===== src/rtl/cpu_phase_sequencer.sv =====
`default_nettype none
// ============================================================================
// Module   : cpu_phase_sequencer
// Brief    : Fetch/execute beat sequencer with sticky stop, single-step hold
//            and instruction-retire pulse. All outputs are registered.
// Revision : 1.0 - initial release
// ============================================================================
module cpu_phase_sequencer #(
    parameter int IF_BEATS = 2,
    parameter int EX_BEATS = 4,
    parameter int LEN_W    = $clog2(EX_BEATS + 1)
) (
    input  logic                clk,
    input  logic                rst_n,
    input  logic                RUN,
    input  logic                stop,
    input  logic                done,
    input  logic [LEN_W-1:0]    ex_len,
    input  logic                step_mode,
    input  logic                step,
    output logic                Mif,
    output logic                Mex,
    output logic [EX_BEATS-1:0] T,
    output logic [LEN_W-1:0]    beat,
    output logic                busy,
    output logic                halted,
    output logic                retire
);

    typedef enum logic [1:0] {
        S_IDLE  = 2'd0,
        S_FETCH = 2'd1,
        S_EXEC  = 2'd2,
        S_HOLD  = 2'd3
    } state_t;

    state_t             r_state;
    logic [LEN_W-1:0]   r_len;
    logic               r_stop_pend;

    state_t             w_state_nxt;
    logic [LEN_W-1:0]   w_beat_nxt;
    logic [LEN_W-1:0]   w_len_nxt;
    logic [LEN_W-1:0]   w_len_clamp;
    logic               w_pend_nxt;
    logic               w_pend_set;
    logic               w_retire_nxt;
    logic               w_start;
    logic [EX_BEATS-1:0] w_t_nxt;

    always_comb begin
        w_len_clamp = ex_len;
        if (ex_len == '0) begin
            w_len_clamp = LEN_W'(1);
        end else if (ex_len > LEN_W'(EX_BEATS)) begin
            w_len_clamp = LEN_W'(EX_BEATS);
        end
    end

    always_comb begin
        w_state_nxt  = r_state;
        w_beat_nxt   = beat;
        w_len_nxt    = r_len;
        w_pend_nxt   = r_stop_pend;
        w_pend_set   = r_stop_pend | stop;
        w_retire_nxt = 1'b0;
        w_start      = 1'b0;

        case (r_state)
            S_IDLE: begin
                if (RUN && !stop) begin
                    w_state_nxt = S_FETCH;
                    w_beat_nxt  = '0;
                    w_start     = 1'b1;
                end
            end
            S_FETCH: begin
                w_pend_nxt = w_pend_set;
                if (done) begin
                    w_start = 1'b1;
                    if (beat == LEN_W'(IF_BEATS - 1)) begin
                        w_state_nxt = S_EXEC;
                        w_beat_nxt  = '0;
                        w_len_nxt   = w_len_clamp;
                    end else begin
                        w_beat_nxt = beat + LEN_W'(1);
                    end
                end
            end
            S_EXEC: begin
                w_pend_nxt = w_pend_set;
                if (done) begin
                    if (beat == r_len - LEN_W'(1)) begin
                        // Instruction boundary: stop beats step, step beats refetch
                        w_retire_nxt = 1'b1;
                        w_beat_nxt   = '0;
                        if (w_pend_set) begin
                            w_state_nxt = S_IDLE;
                        end else if (step_mode) begin
                            w_state_nxt = S_HOLD;
                        end else begin
                            w_state_nxt = S_FETCH;
                            w_start     = 1'b1;
                        end
                    end else begin
                        w_beat_nxt = beat + LEN_W'(1);
                        w_start    = 1'b1;
                    end
                end
            end
            S_HOLD: begin
                if (stop) begin
                    w_state_nxt = S_IDLE;
                end else if (step) begin
                    w_state_nxt = S_FETCH;
                    w_beat_nxt  = '0;
                    w_start     = 1'b1;
                end
            end
            default: begin
                w_state_nxt = S_IDLE;
                w_beat_nxt  = '0;
            end
        endcase

        if (w_state_nxt == S_IDLE) begin
            w_pend_nxt = 1'b0;
        end

        w_t_nxt = w_start ? (EX_BEATS'(1) << w_beat_nxt) : '0;
    end

    always_ff @(posedge clk or negedge rst_n) begin
        if (!rst_n) begin
            r_state     <= S_IDLE;
            r_len       <= LEN_W'(1);
            r_stop_pend <= 1'b0;
            beat        <= '0;
            T           <= '0;
            Mif         <= 1'b0;
            Mex         <= 1'b0;
            busy        <= 1'b0;
            halted      <= 1'b0;
            retire      <= 1'b0;
        end else begin
            r_state     <= w_state_nxt;
            r_len       <= w_len_nxt;
            r_stop_pend <= w_pend_nxt;
            beat        <= w_beat_nxt;
            T           <= w_t_nxt;
            Mif         <= (w_state_nxt == S_FETCH);
            Mex         <= (w_state_nxt == S_EXEC);
            busy        <= (w_state_nxt == S_FETCH) || (w_state_nxt == S_EXEC);
            halted      <= (w_state_nxt == S_HOLD);
            retire      <= w_retire_nxt;
        end
    end

endmodule
`default_nettype wire


===== config.mk =====
export PLATFORM = sky130hd
export DESIGN_NAME = cpu_phase_sequencer
export DESIGN_NICKNAME = d
export VERILOG_FILES = /design/src/rtl/cpu_phase_sequencer.sv
export SDC_FILE = /design/constraint.sdc
export NUM_CORES = 1
export LEC_CHECK = 0
export CORE_UTILIZATION = 30
export CTS_CLUSTER_DIAMETER = 40
export DETAILED_ROUTE_END_ITERATION = 8
export GPL_TIMING_DRIVEN = 1
export SLEW_MARGIN = 20
export SYNTH_ARGS = -nofsm -noshare
export SYNTH_HDL_FRONTEND = slang
export SYNTH_SLANG_ARGS = --single-unit

===== constraint.sdc =====
create_clock -name clk -period 2.61 [get_ports clk]
set_input_delay 0.6525 -clock clk [delete_from_list [all_inputs] [get_ports clk]]
set_output_delay 0.6525 -clock clk [all_outputs]
set_load 0.05 [all_outputs]

Word level (Yosys, flattened, before mapping)
Index checks and enable logic that the tools add are counted.

cells by class
  add/sub/neg operators = 2
  $mul = 0
  divide/modulo/power cells = 0
  magnitude comparators = 1
  eq/ne operators = 8
  shift operators = 1
  muxes and demuxes = 35
  bitwise gates (word level) = 1
  reduce and logical (&&, ||, !) cells = 9

operators with widths
  operator                                               count
  2-to-1 mux 3 bit                                       9
  2-to-1 mux 2 bit                                       9
  2-to-1 mux 1 bit                                       13
  case mux 3 bit (4 select lines)                        1
  equality test 2 bit (second input constant)            4
  case mux 2 bit (4 select lines)                        1
  equality test 2 x 1 -> 1 bit (second input constant)   2
  logical NOT 2 bit                                      2
  2-to-1 mux 4 bit                                       1
  case mux 1 bit (4 select lines)                        1
  << shifter 1 x 3 -> 4 bit (first input constant)       1
  adder 3 x 1 -> 3 bit (second input constant)           1
  equality test 3 x 1 -> 1 bit (second input constant)   1
  equality test 3 bit                                    1
  greater-than comparator 3 bit (second input constant)  1
  logical NOT 3 bit                                      1
  AND reduction 3 bit                                    1
  subtractor 3 x 1 -> 3 bit (second input constant)      1
  nonzero test 2 bit                                     1
  OR reduction 2 bit                                     1
  logical AND 1 bit                                      1
  logical NOT 1 bit                                      1
  logical OR 1 bit                                       1
  OR 1 bit                                               1

storage, ports and cells
  register bits = 18
  bits in latches = 0
  bits in writable memories = 0
  bits in read-only memories = 0
  input bits = 10
  memories = 0

Depth between registers and ports, before layout
  word-level depth = 7
  mapped depth = 9
  mapped depth without buffers = 8

Worst setup path before layout
No wires, ideal clock.

  kind = reg2reg
  from = register beat[2]
  to = register Mex
  library setup time = 119 ps
  arrival = 2,379 ps
  path slack = 112 ps
  stages on the path, launching flop included = 6
  path buffers = 0
  period minus slack after synthesis = 2,498 ps
  cells stage by stage = dfrtp_1 > xor3_1 > or4_4 > o311ai_1 > o31ai_2 > and2_1

between the ends
  longest elaborated chain between the ends = 5
  elaborated cells between the ends (all ways) = 8

ends and longest elaborated chain
  item                                                                        line    source
  start, declared                                                             24      output logic [LEN_W-1:0] beat,
  start signal, assigned                                                      149     beat <= w_beat_nxt;
  equality test 3 bit / equality test 3 x 1 -> 1 bit (equally long branches)  93, 81
  2-to-1 mux 2 bit (on tied branches)                                         93, 81
  2-to-1 mux 2 bit (on tied branches)                                         92, 79
  case mux 2 bit (4 select lines) *                                           69      case (r_state)
  equality test 2 bit *                                                       152     Mex <= (w_state_nxt == S_EXEC);
  end signal, assigned                                                        152
  end, declared                                                               22      output logic Mex,

Mark *: on every way between the ends. The rest lies on a longest branch, timed or not.
A chain may end at the register's enable or synchronous reset.

Worst setup path after layout
  from = register r_len[0]
  to = register busy

between the ends
  longest elaborated chain between the ends = 7
  elaborated cells between the ends (all ways) = 8

ends and longest elaborated chain
  item                                                                        line  source
  start, declared                                                             38    logic [LEN_W-1:0] r_len;
  start signal, assigned                                                      147   r_len <= w_len_nxt;
  subtractor 3 x 1 -> 3 bit *                                                 93    if (beat == r_len - LEN_W'(1)) begin
  equality test 3 bit *                                                       93
  2-to-1 mux 2 bit *                                                          93
  2-to-1 mux 2 bit *                                                          92    if (done) begin
  case mux 2 bit (4 select lines) *                                           69
  equality test 2 x 1 -> 1 bit / equality test 2 bit (equally long branches)  153   busy <= (w_state_nxt == S_FETCH) || (w_state_nxt == S_EXEC);
  logical OR 1 bit *                                                          153
  end signal, assigned                                                        153
  end, declared                                                               25    output logic busy,

Marked as above.

==> metrics.yaml <==
job:
  maxCapViolations: 0
placed_design:
  place_congestion: 0.824
  dp_worst_setup_slack_ps: 19.4
  placed_area_mm2: 0.00133
  hpwlAfterDp_um: 1750
  io_buffers: 21
  placed_cells: 167
clock_network:
  cts_root_buf: "clkbuf_4"
  cts-resized-gates: 0
  htree_levels: 1
  cts-hold-fix-buffers: 0
  clkLatencyLatePin_ps: 290
  clock-sinks: 18
  clk_pin_slew_worst_paths_ps: 100
  ctsLongestPathBuffers: 2
  cts_tree: "done"
  numCtsBuffers: 3
  postCtsSetupBuffers: 0
sta:
  rsz0062_at_grt: "false"
  period_share_pct: 91.6
  worstMarginPinSlew_ps: 511
  finalSetupTns_ps: 0
  report.final.slew_viol_count: 0
  period_minus_slack_ps: 2390
  fin_worst_skew_ps: 9.56
  fmax_mhz: 418
  slew_headroom_pct: 65.8
  setup_slack_ps: 219
  timing.hold.ws_ps: 540
  hold_viol: 0
  setup_viol: 0
logic_synthesis:
  synth_edf_count: 0
  synth_top_area_share_pct: 41.3
  yosysWarnings: 0
  syn_inst: 99
  synth-seq-cells: 18
  synthFlopType: "dfrtp_1"
  avgSynthCellArea_um2: 10.4
  synth_area_leaders: "dfrtp_1 (41%), ha_1 (8.5%), inv_1 (4.0%)"
  syn-num-nets: 116
  ys_seq_area_share_pct: 43.9
  synthArstFlopShare_pct: 100
  synth_area_leader_cell: "dfrtp_1"
  ys_types: 42
  netlist_area_mm2: 0.00103
power_and_ir_drop:
  power_density_mw_per_mm2: 774
  power_leakage_nw: 0.629
  ir_drop_mv: 0.497
  p_total_mw: 1.05
worst_setup_path:
  setup.worst_path.start: "r_len[0]"
  end_kind: "register"
  cpPeakStageDelay_ps: 570
  path_buf_inv: 1
  crit_path_cell_trace: "inv_1, ha_1, xor3_1, or4_4, o311ai_1, o31ai_2, xnor2_1"
  critPathMaxFanout: 6
  slowest_stage: "or4_4"
  crit_family: "simple AND/OR/NAND/NOR gates"
  cp.arrival_ps: 2550
  critical_path_class: "reg2reg"
  cp.required_ps: 2770
  reg2reg_from: "r_len[0]"
  worst_setup_path_start_kind: "register"
grt:
  grt_usage_pct: 14.1
  grt_pass1_wl_um: 3690
  grt_max_degree: 19
  grt-ovfl-total: 0
  antenna_found_initial: 0
  grt_pass1_vias: 823
die:
  dieArea_mm2: 0.00367
  core_mm2: 0.00315
  die_x_um: 60.6
  row_count: 20
  ios: 22
  initial_core_util_pct: 32.7
  die_y_um: 60.6
routing:
  drtPass1Iterations: 4
  detail_route.wl_per_cell_um: 13.1
  drt-total-wl_um: 2230
  drt_iter0_markers: 14
  via_count: 826
  antenna_left: 0
  routed_via_density: 4.83
  drc: 0
status:
  status: "finished clean"
layout:
  multiInputGateArea_um2: 520
  register_area_um2: 452
  final_core_util_pct: 43.2
  fin_cells: 171
  fin_area_mm2: 0.00136
  num_antenna_cells: 0
  syn2layout_area_growth_pct: 32.2
  drive_above_1_share_pct: 12.6
  fillers: 326
  nets: 145
hold_path:
  holdCritStartpoint: "r_stop_pend"
  hp-class: "reg2reg"
-- placed cells by master, fill, tap and decap left out, types with 2 or more instances in the layout --
master,count
mux2_2,2
nor2b_1,2
ha_1,7
dfrtp_1,17
a21oi_1,4
nor3b_1,2
a211oi_1,3
clkdlybuf4s50_1,21
nand2_1,6
a31oi_1,2
clkbuf_4,3
and3b_1,2
o21ai_0,2
nor2_1,7
inv_1,11
buf_4,5
xnor2_1,3
-- metal layers --
metal	global-route usage [%]	up-vias	routed length, µm
li1	-	405	-
met1	16.1	397	1020
met2	24.6	21	1070
met3	5.12	3	126
met4	3.90	0	17
met5	0	-	0
-- cell families after synthesis --
group                    count (synthesis)  share of synthesized area (%)
XOR/XNOR                                 5                           5.71
flip-flops                              18                           43.9
AND/OR/NAND/NOR                         30                           16.4
AO/OA/AOI/OAI                           22                           16.8
adder cells (fa/ha/maj)                  7                           8.51
multiplexers                             3                           3.16
buffers and inverters                   14                           5.59
-- power breakdown --
part           leakage (nW)  switching (mW)  internal [mW]  total (mW)
Clock                0.0210          0.0811         0.0851       0.166
Combinational         0.367           0.314          0.202       0.516
Sequential            0.240          0.0349          0.337       0.371
-- tightest hold or removal path: cells and delay by family (launching register included) --
kind            cells  cell delay (ps)
flops               1              350
compound gates      2              150
-- final cells by class --
type / count / share of cell area (%)
multi-input cells: 67 / 38.2
flip-flops and latches: 18 / 33.2
repair buffers: 26 / 18.2
well taps: 44 / 4.04
inverters: 12 / 3.68
clock buffers: 4 / 2.67
-- synthesized netlist by cell type, drive strengths merged (2+ instances only) --
cell,n
clkbuf,2
and3b,2
xnor2,3
o31ai,2
nand2,6
o21ai,2
ha,7
a211oi,3
nor2,7
mux2,2
a21oi,4
a31oi,2
inv,11
nor3b,2
dfrtp,17
nor2b,2
-- final timing paths --
check | to | slack (ps) | cells past startpoint
min reg2reg | r_stop_pend | 540 | 2
min | r_stop_pend | 540 | 2
max in group asynchronous | r_len[0] | 1670 | 2
min in group asynchronous | beat[2] | 680 | 2
max reg2reg | busy | 220 | 7
max | busy | 220 | 7
-- registers in the layout, summed over array words and instances (netlist names) --
signal and count:
Mex 1, T 4, beat 3, retire 1
r_stop_pend 1, busy 1, r_len 3, Mif 1
r_state 2, halted 1
Note: power is estimated with default switching activity, not from simulation.
